===== config.mk =====
export PLATFORM = sky130hd
export DESIGN_NAME = mips150_lsu_flat
export DESIGN_NICKNAME = d
export VERILOG_FILES = /design/src/rtl/mips150_lsu_if.sv /design/src/rtl/mips150_lsu.sv /design/src/flat_wrapper.sv
export SDC_FILE = /design/constraint.sdc
export NUM_CORES = 1
export LEC_CHECK = 0
export ABC_AREA = 1
export CORE_MARGIN = 1.5
export CORE_UTILIZATION = 45
export CTS_CLUSTER_DIAMETER = 150
export DETAILED_ROUTE_END_ITERATION = 8
export GPL_TIMING_DRIVEN = 0
export PLACE_DENSITY = 0.86
export SLEW_MARGIN = 30
export SYNTH_ARGS = -nofsm -noshare
export SYNTH_HDL_FRONTEND = slang
export SYNTH_SLANG_ARGS = --single-unit

===== constraint.sdc =====
create_clock -name clk -period 2.9 [get_ports clk]
set_input_delay 0.58 -clock clk [delete_from_list [all_inputs] [get_ports clk]]
set_output_delay 0.58 -clock clk [all_outputs]
set_load 0.1 [all_outputs]

===== src/rtl/mips150_lsu_if.sv =====
// Request, data-memory and load-response signals of the mips150 load/store unit.
interface mips150_lsu_if #(
  parameter int DATA_W = 32,
  parameter int ADDR_W = 14
);
  localparam int BE_W  = DATA_W / 8;
  localparam int OFF_W = $clog2(BE_W);

  logic                    req_valid;
  logic                    req_ready;
  logic                    req_we;
  logic [1:0]              req_size;
  logic                    req_unsigned;
  logic [ADDR_W-1:0]       req_addr;
  logic [DATA_W-1:0]       req_wdata;
  logic [4:0]              req_rd;

  logic                    mem_en;
  logic [BE_W-1:0]         mem_we;
  logic [ADDR_W-OFF_W-1:0] mem_addr;
  logic [DATA_W-1:0]       mem_wdata;
  logic [DATA_W-1:0]       mem_rdata;

  logic                    rsp_valid;
  logic                    rsp_ready;
  logic [4:0]              rsp_rd;
  logic [DATA_W-1:0]       rsp_data;
  logic                    rsp_err;

  modport master (
    output req_valid, req_we, req_size, req_unsigned, req_addr, req_wdata, req_rd,
    output mem_rdata, rsp_ready,
    input  req_ready, mem_en, mem_we, mem_addr, mem_wdata,
    input  rsp_valid, rsp_rd, rsp_data, rsp_err
  );

  modport slave (
    input  req_valid, req_we, req_size, req_unsigned, req_addr, req_wdata, req_rd,
    input  mem_rdata, rsp_ready,
    output req_ready, mem_en, mem_we, mem_addr, mem_wdata,
    output rsp_valid, rsp_rd, rsp_data, rsp_err
  );
endinterface


===== src/rtl/mips150_lsu.sv =====
// Load/store unit: byte-enable and lane steering for stores, fixed-latency load
// pipeline with extraction/extension, and a credit-limited in-order response FIFO.
module mips150_lsu #(
  parameter int DATA_W    = 32,
  parameter int ADDR_W    = 14,
  parameter int MEM_LAT   = 1,
  parameter int RSP_DEPTH = 4
) (
  input logic          clk,
  input logic          rst,
  mips150_lsu_if.slave bus
);
  localparam int BE_W  = DATA_W / 8;
  localparam int OFF_W = $clog2(BE_W);
  localparam int PTR_W = (RSP_DEPTH > 1) ? $clog2(RSP_DEPTH) : 1;
  localparam int CNT_W = $clog2(RSP_DEPTH + MEM_LAT + 1);
  localparam logic [BE_W-1:0]   BE_ONES   = '1;
  localparam logic [DATA_W-1:0] DATA_ONES = '1;

  typedef struct packed {
    logic             valid;
    logic             err;
    logic [4:0]       rd;
    logic [1:0]       size;
    logic             uns;
    logic [OFF_W-1:0] off;
  } metaT;

  typedef struct packed {
    logic              err;
    logic [4:0]        rd;
    logic [DATA_W-1:0] data;
  } rspT;

  logic              acc, aligned, sizeLegal, ready, push, pop;
  logic [OFF_W-1:0]  off, alignMask;
  logic [BE_W-1:0]   beMask;
  logic [DATA_W-1:0] dataMask, lane, extData;
  logic [CNT_W-1:0]  inflight, count, credits;
  logic [PTR_W-1:0]  wrPtr, rdPtr;
  metaT              newMeta, tail;
  metaT              pipe [MEM_LAT];
  rspT               pushEntry;
  rspT               fifo [RSP_DEPTH];

  function automatic logic [PTR_W-1:0] nextPtr(input logic [PTR_W-1:0] p);
    return (p == PTR_W'(RSP_DEPTH - 1)) ? '0 : p + 1'b1;
  endfunction

  // Request decode: alignment and the size masks shifted into lanes
  always_comb begin
    off       = bus.req_addr[OFF_W-1:0];
    sizeLegal = (bus.req_size != 2'b11) || (DATA_W == 64);
    alignMask = OFF_W'((1 << bus.req_size) - 1);
    aligned   = sizeLegal && ((off & alignMask) == '0);
    beMask    = ~(BE_ONES << (1 << bus.req_size));
    dataMask  = ~(DATA_ONES << (8 << bus.req_size));
  end

  always_comb begin
    inflight = '0;
    for (int unsigned i = 0; i < MEM_LAT; i++) inflight += CNT_W'(pipe[i].valid);
    credits = inflight + count;
    pop     = (count != '0) && bus.rsp_ready;
    ready   = !rst && ((credits < CNT_W'(RSP_DEPTH)) || pop);
  end

  always_comb begin
    acc           = bus.req_valid && ready;
    bus.req_ready = ready;
    bus.mem_en    = acc && aligned;
    bus.mem_addr  = bus.req_addr[ADDR_W-1:OFF_W];
    bus.mem_we    = (acc && aligned && bus.req_we) ? (beMask << off) : '0;
    bus.mem_wdata = (bus.req_wdata & dataMask) << {off, 3'b000};

    newMeta.valid = acc && !bus.req_we;
    newMeta.err   = !aligned;
    newMeta.rd    = bus.req_rd;
    newMeta.size  = bus.req_size;
    newMeta.uns   = bus.req_unsigned;
    newMeta.off   = off;
  end

  // The last pipeline stage lines up with mem_rdata for its own request
  always_comb begin
    tail = pipe[MEM_LAT-1];
    lane = bus.mem_rdata >> {tail.off, 3'b000};
    case (tail.size)
      2'b00:   extData = tail.uns ? DATA_W'(lane[7:0])  : DATA_W'(signed'(lane[7:0]));
      2'b01:   extData = tail.uns ? DATA_W'(lane[15:0]) : DATA_W'(signed'(lane[15:0]));
      2'b10:   extData = tail.uns ? DATA_W'(lane[31:0]) : DATA_W'(signed'(lane[31:0]));
      default: extData = lane;
    endcase
    push           = tail.valid;
    pushEntry.err  = tail.err;
    pushEntry.rd   = tail.rd;
    pushEntry.data = tail.err ? '0 : extData;
  end

  always_ff @(posedge clk) begin
    if (rst) begin
      for (int unsigned i = 0; i < MEM_LAT; i++) pipe[i] <= '0;
    end else begin
      pipe[0] <= newMeta;
      for (int unsigned i = 1; i < MEM_LAT; i++) pipe[i] <= pipe[i-1];
    end
  end

  always_ff @(posedge clk) begin
    if (rst) begin
      wrPtr <= '0;
      rdPtr <= '0;
      count <= '0;
    end else begin
      if (push) begin
        fifo[wrPtr] <= pushEntry;
        wrPtr       <= nextPtr(wrPtr);
      end
      if (pop) rdPtr <= nextPtr(rdPtr);
      count <= count + CNT_W'(push) - CNT_W'(pop);
    end
  end

  always_comb begin
    bus.rsp_valid = (count != '0);
    bus.rsp_err   = fifo[rdPtr].err;
    bus.rsp_rd    = fifo[rdPtr].rd;
    bus.rsp_data  = fifo[rdPtr].data;
  end

  assert property (@(posedge clk) disable iff (rst)
    !(push && !pop && (count == CNT_W'(RSP_DEPTH))));
  assert property (@(posedge clk) disable iff (rst) !(pop && (count == '0)));
endmodule


===== src/flat_wrapper.sv =====
// flat-port wrapper written by rule: the top's interface ports become plain ports
module mips150_lsu_flat 
#(
  parameter int DATA_W    = 32,
  parameter int ADDR_W    = 14,
  parameter int MEM_LAT   = 1,
  parameter int RSP_DEPTH = 4
)
  (clk, rst, bus_req_valid, bus_req_we, bus_req_size, bus_req_unsigned, bus_req_addr, bus_req_wdata, bus_req_rd, bus_mem_rdata, bus_rsp_ready, bus_req_ready, bus_mem_en, bus_mem_we, bus_mem_addr, bus_mem_wdata, bus_rsp_valid, bus_rsp_rd, bus_rsp_data, bus_rsp_err);
  mips150_lsu_if #(.DATA_W(DATA_W), .ADDR_W(ADDR_W)) bus_i ();
  input logic clk;
  input logic rst;
  input wire logic [$bits(bus_i.req_valid)-1:0] bus_req_valid;
  input wire logic [$bits(bus_i.req_we)-1:0] bus_req_we;
  input wire logic [$bits(bus_i.req_size)-1:0] bus_req_size;
  input wire logic [$bits(bus_i.req_unsigned)-1:0] bus_req_unsigned;
  input wire logic [$bits(bus_i.req_addr)-1:0] bus_req_addr;
  input wire logic [$bits(bus_i.req_wdata)-1:0] bus_req_wdata;
  input wire logic [$bits(bus_i.req_rd)-1:0] bus_req_rd;
  input wire logic [$bits(bus_i.mem_rdata)-1:0] bus_mem_rdata;
  input wire logic [$bits(bus_i.rsp_ready)-1:0] bus_rsp_ready;
  output wire logic [$bits(bus_i.req_ready)-1:0] bus_req_ready;
  output wire logic [$bits(bus_i.mem_en)-1:0] bus_mem_en;
  output wire logic [$bits(bus_i.mem_we)-1:0] bus_mem_we;
  output wire logic [$bits(bus_i.mem_addr)-1:0] bus_mem_addr;
  output wire logic [$bits(bus_i.mem_wdata)-1:0] bus_mem_wdata;
  output wire logic [$bits(bus_i.rsp_valid)-1:0] bus_rsp_valid;
  output wire logic [$bits(bus_i.rsp_rd)-1:0] bus_rsp_rd;
  output wire logic [$bits(bus_i.rsp_data)-1:0] bus_rsp_data;
  output wire logic [$bits(bus_i.rsp_err)-1:0] bus_rsp_err;
  assign bus_i.req_valid = bus_req_valid;
  assign bus_i.req_we = bus_req_we;
  assign bus_i.req_size = bus_req_size;
  assign bus_i.req_unsigned = bus_req_unsigned;
  assign bus_i.req_addr = bus_req_addr;
  assign bus_i.req_wdata = bus_req_wdata;
  assign bus_i.req_rd = bus_req_rd;
  assign bus_i.mem_rdata = bus_mem_rdata;
  assign bus_i.rsp_ready = bus_rsp_ready;
  assign bus_req_ready = bus_i.req_ready;
  assign bus_mem_en = bus_i.mem_en;
  assign bus_mem_we = bus_i.mem_we;
  assign bus_mem_addr = bus_i.mem_addr;
  assign bus_mem_wdata = bus_i.mem_wdata;
  assign bus_rsp_valid = bus_i.rsp_valid;
  assign bus_rsp_rd = bus_i.rsp_rd;
  assign bus_rsp_data = bus_i.rsp_data;
  assign bus_rsp_err = bus_i.rsp_err;
  mips150_lsu #(.DATA_W(DATA_W), .ADDR_W(ADDR_W), .MEM_LAT(MEM_LAT), .RSP_DEPTH(RSP_DEPTH)) u_core (.clk(clk), .rst(rst), .bus(bus_i));
endmodule

# Word level (Yosys, flattened, before mapping)
# Memories as Yosys holds them, arrays and structs flattened. A register that Yosys moved wholly into a read port is not among the register bits.
# Index checks and enable logic that the tools add are counted.
[op_classes]
reduce_logical = 15
n_addsub = 5
n_lt_le_gt_ge = 1
mux = 17
div_mod_pow = 0
shift = 7
bitwise_logic = 4
multipliers = 0
n_eq_ne = 4
[op_table]
columns = ["operator", "count"]
rows = [
  ["$mux 32", 3],
  ["$pmux 32 s2", 1],
  ["$and 32x32->32", 1],
  ["$not 32->32", 1],
  ["$shl 1x2->32 const A", 1],
  ["$shl 32x32->32 const A", 1],
  ["$shl 32x5->32", 1],
  ["$shl 4x2->32 const A", 1],
  ["$shl 4x32->4 const A", 1],
  ["$shr 32x5->32", 1],
  ["$mux 12", 1],
  ["$reduce_or 12->1", 1],
  ["$mux 2", 4],
  ["$logic_and 1x1->1", 7],
  ["$mux 1", 7],
  ["$add 2x1->2 const B", 2],
  ["$eq 2x2->1 const B", 2],
  ["$logic_not 2->1", 2],
  ["$mux 4", 1],
  ["$not 4->4", 1],
  ["$shl 4x2->4", 1],
  ["$add 1x3->3", 1],
  ["$logic_not 1->1", 3],
  ["$lt 3x3->1 const B", 1],
  ["other kinds (7)", 7],
]
[word_totals]
rom_bits = 0
ram_bits = 164
memories = 2
wordCells = 58
inputBits = 91
latchBits = 0
regBits = 7
[mem_list]
columns = ["memory", "words", "width", "read_ports", "rd_ports_with_merged_regs", "write_ports", "line", "source"]
rows = [
  ["u_core.fifo", 4, 38, 1, 1, 1, "mips150_lsu.sv:44", "rspT fifo [RSP_DEPTH];"],
  ["u_core.pipe", 1, 12, 1, 0, 1, "mips150_lsu.sv:42", "metaT pipe [MEM_LAT];"],
]

# Longest topological paths before layout
# Gate-level depths: netlist of run 1.
# An unclocked memory read counts as a cell.
[logic_depth]
depth_word = 9
ltp_mapped = 8

# Worst setup path after synthesis of run 1
# No wires, ideal clock.
[synth_path]
path_type = "reg-to-output"
startpoint = "register u_core.count[0]"
endpoint = "output bus_mem_we[0]"
required_ns = 2.320
stages_incl_launch_ff = 7
setup_slack_ns = -1.219
arrival_ns = 3.539
cell_sequence = "dfxtp_1 > nor2_1 > nand2_1 > nand2_1 > nand2_1 > nand4_1 > nor3_1"
[synth_between]
elab_chain_cells = 8
[synth_lines]
columns = ["element", "line", "source"]
rows = [
  ["start: declaration", "mips150_lsu.sv:39", "logic [CNT_W-1:0] inflight, count, credits;"],
  ["start signal: assignment", "mips150_lsu.sv:120", "count <= count + CNT_W'(push) - CNT_W'(pop);"],
  ["$reduce_bool 3->1", "--", ""],
  ["named net bus_rsp_valid", "flat_wrapper.sv:27", "output wire logic [$bits(bus_i.rsp_valid)-1:0] bus_rsp_valid;"],
  ["$logic_and 1x1->1", "mips150_lsu.sv:64", "pop = (count != '0) && bus.rsp_ready;"],
  ["$logic_or 1x1->1", "mips150_lsu.sv:65", "ready = !rst && ((credits < CNT_W'(RSP_DEPTH)) || pop);"],
  ["$logic_and 1x1->1", "mips150_lsu.sv:65", ""],
  ["$logic_and 1x1->1", "mips150_lsu.sv:69", "acc = bus.req_valid && ready;"],
  ["$logic_and 1x1->1 (2 in a row)", "mips150_lsu.sv:73", "bus.mem_we = (acc && aligned && bus.req_we) ? (beMask << off) : '0;"],
  ["$mux 4", "mips150_lsu.sv:73", ""],
  ["end: declaration", "flat_wrapper.sv:24", "output wire logic [$bits(bus_i.mem_we)-1:0] bus_mem_we;"],
]
# The timed path passes the listed nets, and every way through them passes these cells.

==> impl_metrics.ini, run 1 <==
[status]
outcome = completed

[logic_synthesis]
synthAdderAreaFrac = 0.01416
synthMuxAreaShare = 0
synth_nets = 889
synth-simple-area-share = 0.1669
netlist.area_leader.share = 0.5739
synth_edf_count = 152
synth.largest_area_cell = edfxtp_1
yosysMostFrequentCell = edfxtp_1
async_flop_share = 0
yosysSeqAreaShare = 0.6268
synth_cell_types = 35
synth_ff_type = edfxtp_1
synth_top_family_by_area = simple AND/OR/NAND/NOR gates
netlist_top_cells_count = edfxtp_1 (152), nand2_1 (135), nor2_1 (134)
syn_area_sq_um = 7953
synth_warnings = 0
synth_top_cells_by_area = edfxtp_1 (57%), o21ai_0 (7.0%), nand2_1 (6.4%)
ys_ff_latch = 173
synthXorXnorAreaFrac = 0.001101
avgSynthCellArea_sq_um = 10.08
syn_inst = 789
synth_compound_area_frac = 0.1381

[setup_path]
slowest_delay_ns = 0.47
crit_fanout = 10
cp.depth = 5
path_class = flop to output pin
critPathRequiredTime_ns = 2.32
cp-start-kind = flop
rrSetupSlack_ns = 0.95
crit_end = bus_rsp_data[20]
crit_family = buffers and inverters
r2r-end = u_core.fifo[1][3]
crit_slowest_cell = dfxtp_1
crit_path_cell_trace = buf_2 > clkbuf_2 > o21ai_1 > o22ai_2 > buf_2
end_kind = output pin
timing.rr.start = u_core.pipe[0][10]
ff2ff_path_depth = 5
cp.arrival_ns = 2.27
cpMostUsedCell = buf_2
cp_num_buf_inv = 3

[die]
initial_core_util = 0.4598
io_pins = 180
core-area_sq_um = 17300
die_x_microns = 135.9
rows = 48
die_y_microns = 135.9
dieArea_sq_um = 18480

[final_layout]
drive_gt1_frac = 0.2447
stdcell_area_sq_um = 10830
area_delta_synth_final_pct = 36.16
fin_util = 0.6260
fin_nets = 1080

[clock_tree]
cts_made_buffers = 17
clockRootBuffer = clkbuf_16
cts.sinks = 173
htree_levels = 4
clock_latency_ns = 0.44
cts_tree = done
cts_hold_buf = 0
max-clock-path-buffers = 2
path_clk_slew_ns = 0.06

[routing]
drtAntennaViolNets = 0
drtPass1Iterations = 5
drc_errors = 0
routed_wirelength_microns = 23470
vias = 6904
drt_iter0_drc = 570
routedWlPerCell_microns = 19.26
drt-vias-per-instance = 5.664

[placement]
place_area_sq_um = 10420
place_hpwl_microns = 16580
io_buffers = 164
gp_congestion = 0.9820
post-place-ws_ns = -0.9903

[timing]
slew_headroom = 0.3174
holdWs_ns = 0.4741
rsz0062_at_grt = no
clock.fmax_ghz = 0.3508
tightest_slew_ns = 1.021
setup_viol = 0
post-route-min-period_ns = 2.850
hold_violations = 0
fin_skew_ns = 0.009549
slew_viol_final = 0
setup_tns_ns = 0
period_share = 0.9829
setup_slack_ns = 0.04969

[job]
max_cap_viol_count = 0

[pwr]
p_leak_nw = 4.176
p_per_area_nw_per_um2 = 903.0
vdd_drop_max_uv = 768.6

[hold_path]
hold_start = u_core.pipe[0][8]
hp-class = flop to flop

[global_route]
grt_usage = 0.2582
grt_max_degree = 22
grt_pass1_wl_microns = 35490
grt-ovfl-total = 0
grt_pass1_vias = 6856
antenna_found_initial = 2
## state kept, by name, summed over array words and instances (netlist names), named ones only
| register | cells |
|---|---|
| u_core.pipe | 12 |
| u_core.count | 3 |
| u_core.wrPtr | 2 |
| u_core.fifo | 152 |
| u_core.rdPtr | 2 |
## layer usage
layer	track usage	up-vias	wire length [microns]
met4	0.1105	2	753
met1	0.2978	3265	8435
met3	0.06376	69	2212
met5	0	-	11
met2	0.4566	426	12060
li1	-	3142	-
## how the worst min path moves through the flow
stage | endpoint | slack [ns] | cells after the start
4_1_cts | u_core.fifo[3][32] | 0.47 | 0
3_5_place_dp | u_core.fifo[3][35] | 0.46 | 0
5_1_grt | u_core.fifo[0][32] | 0.49 | 0
3_3_place_gp | u_core.fifo[0][36] | 0.45 | 0
6_report | u_core.fifo[1][35] | 0.47 | 0
2_1_floorplan | u_core.fifo[0][32] | 0.44 | 0
## final cells by class
class                   count  area (sq um)
clock buffers              20         436.7
fillers                  1356          6469
clock inverters            12         146.4
diodes                      1         2.502
well taps                 225         281.5
inverters                  32         120.1
multi-input cells         522          2905
repair buffers            172          1630
plain buffers              62         319.1
flip-flops and latches    173          4986
## metrics by stage
step           cells  power [mW]
6_report        1219       9.777
4_1_cts         1218       9.696
5_1_grt         1218       10.07
3_3_place_gp    1178       7.645
2_1_floorplan    789       6.523
3_5_place_dp    1185       7.725
## placed cells by master, fill, tap and decap left out, types with 9 or more instances in the layout
master           count
nand2_1            132
nor2_2              16
o22ai_2             38
o21ai_0            102
buf_4               33
nor2_1             126
dfxtp_1             20
clkbuf_1            20
nand3_1             17
inv_1               29
ha_1                 9
clkbuf_16           17
clkdlybuf4s50_1     87
edfxtp_1           152
a21oi_1             12
clkbuf_2            14
buf_2               33
clkbuf_4            32
## where the power goes
| part | leakage [nW] | switching [mW] | internal [mW] |
|---|---|---|---|
| Combinational | 2.33 | 3.70 | 0.971 |
| Clock | 0.283 | 0.902 | 1.35 |
| Sequential | 1.56 | 0.0465 | 2.82 |
| Total | 4.18 | 4.64 | 5.13 |
## cells by family (layout without fill, tap and decap cells)
family | after synthesis | in the layout
simple gates | 318 | 318
buf+inv | 94 | 298
flops | 173 | 173
other cells | 0 | 1
compound gates | 194 | 194
fa+ha+maj | 9 | 9
xor+xnor | 1 | 1
## timing repair
item                       4_1_cts  5_1_grt
buffers inserted                 1        0
setup endpoints to repair       76       70
gates resized for setup        396       69
hold endpoints to repair         0        0
No activity file was read; power rests on OpenSTA's default activity.
==> run 2: changes to the inputs <==
--- a/config.mk
+++ b/config.mk
@@ -12,6 +12,7 @@
 export DETAILED_ROUTE_END_ITERATION = 8
 export GPL_TIMING_DRIVEN = 0
 export PLACE_DENSITY = 0.86
+export SKIP_CTS_REPAIR_TIMING = 1
 export SLEW_MARGIN = 30
 export SYNTH_ARGS = -nofsm -noshare
 export SYNTH_HDL_FRONTEND = slang
==> run 2 against run 1 <==
  * Clock power is essentially flat
  * Setup slack improved by 0.00095 ns
  * Core utilization grew 0.25 points
  * Routed wire length decreased by 0.16%
  * Die area unchanged
  * Cell count stayed put
  * Hold slack gained 0.00093 ns
  * Highest routed layer unchanged
==> impl_metrics.ini, run 2 (synthesized netlist as in run 1, its figures left out) <==
[status]
outcome = completed

[setup_path]
cpMostUsedCell = buf_2
crit_slowest_cell = buf_2
crit_path_cell_trace = inv_1 > buf_2 > clkbuf_2 > nor2_1 > o22ai_2 > buf_2
slowest_delay_ns = 0.46
end_kind = output pin
path_class = flop to output pin
cp-start-kind = flop
cp.arrival_ns = 2.27
critPathRequiredTime_ns = 2.32
crit_fanout = 10

[clock_tree]
max-clock-path-buffers = 2
path_clk_slew_ns = 0.06
cts_tree = done
cts.sinks = 173
cts_made_buffers = 17
htree_levels = 4
clock_latency_ns = 0.43
clockRootBuffer = clkbuf_16

[placement]
gp_congestion = 0.9820
post-place-ws_ns = -0.9903
place_hpwl_microns = 16580
io_buffers = 164

[routing]
vias = 6920
drtPass1Iterations = 6
drt-vias-per-instance = 5.677
drt_iter0_drc = 540
drtAntennaViolNets = 0
routedWlPerCell_microns = 19.22
drc_errors = 0
routed_wirelength_microns = 23440

[global_route]
grt_pass1_vias = 6853
grt.busiest_layer = met2
antenna_found_initial = 2
grt_usage = 0.2579
grt-ovfl-total = 0
met3_usage = 0.06525
grt_max_degree = 22
grtUsageMet2 = 0.4554
grt_pass1_wl_microns = 35400
use_met1 = 0.2953

[pwr]
vdd_drop_max_uv = 741.3
p_leak_nw = 4.185
finalPower_mw = 9.776
p_per_area_nw_per_um2 = 899.3

[die]
initial_core_util = 0.4598
die_y_microns = 135.9
rows = 48
die_x_microns = 135.9
io_pins = 180
dieArea_sq_um = 18480
core-area_sq_um = 17300

[hold_path]
hp-class = flop to flop

[job]
max_cap_viol_count = 0

[timing]
clock.fmax_ghz = 0.3510
tightest_slew_ns = 1.018
setup_tns_ns = 0
post-route-min-period_ns = 2.849
hold_violations = 0
period_share = 0.9825
slew_headroom = 0.3193
slew_viol_final = 0
setup_slack_ns = 0.05064
setup_viol = 0
fin_skew_ns = 0.01096

[final_layout]
largest_register_ffs = 152
fin_nets = 1080
area_delta_synth_final_pct = 36.69
layout_commonest_cell = edfxtp_1
reg.largest.list = u_core.fifo x152, u_core.pipe x12, u_core.count x3
area.sequential_sq_um = 4986
fin_util = 0.6285
drive_gt1_frac = 0.2467
largest-register = u_core.fifo
multi_input_area_sq_um = 2908
n_fill_cell = 1360
layout_common_cells = edfxtp_1 (152), nand2_1 (131), nor2_1 (126)
run 2: worst max-delay path: cells and delay by family (launching register included):
kind / cells / cell delay, ns
buffers and inverters: 4 / 1.18
and+or+nand+nor: 1 / 0.10
DFF: 1 / 0.39
AOI/OAI and AO/OA: 1 / 0.17
run 2: final cells by class:
type	instances	share of cell area
Sequential cell	173	0.4587
Multi-Input combinational cell	522	0.2675
Timing Repair Buffer	172	0.1535
Clock buffer	20	0.04017
Buffer	62	0.02947
Tap cell	225	0.02590
Clock inverter	12	0.01347
Inverter	32	0.01105
Antenna cell	1	0.0002302
run 2: final timing paths:
check                            end               start  slack [ns]  depth (start not counted)
setup / recovery     bus_rsp_data[0]                flop        0.05                          6
hold / removal    u_core.fifo[1][35]   u_core.pipe[0][8]        0.48                          0
setup reg to reg   u_core.fifo[1][3]  u_core.pipe[0][10]        0.93                          5
hold reg to reg   u_core.fifo[1][35]   u_core.pipe[0][8]        0.48                          0
run 2: power breakdown:
part	switching [mW]	internal, mW	leakage, nW
Sequential	0.0471	2.82	1.56
Clock	0.894	1.35	0.283
Combinational	3.70	0.974	2.34
run 2: stage by stage:
stage	std cells	cell area [sq um]	hold slack [ns]
after CTS	1217	11000	0.4739
after global routing	1218	10870	0.4868
after global placement	1178	10210	0.4515
final	1219	10870	0.4751
after floorplan	789	8285	0.4383
after detailed placement	1185	10420	0.4594
run 2: routing by layer:
metal,up-vias,wire (microns),part of all wire
met5,-,11,0.00047
met4,2,789,0.034
met3,66,2334,0.10
met2,440,11990,0.51
met1,3260,8311,0.35
li1,3152,-,-
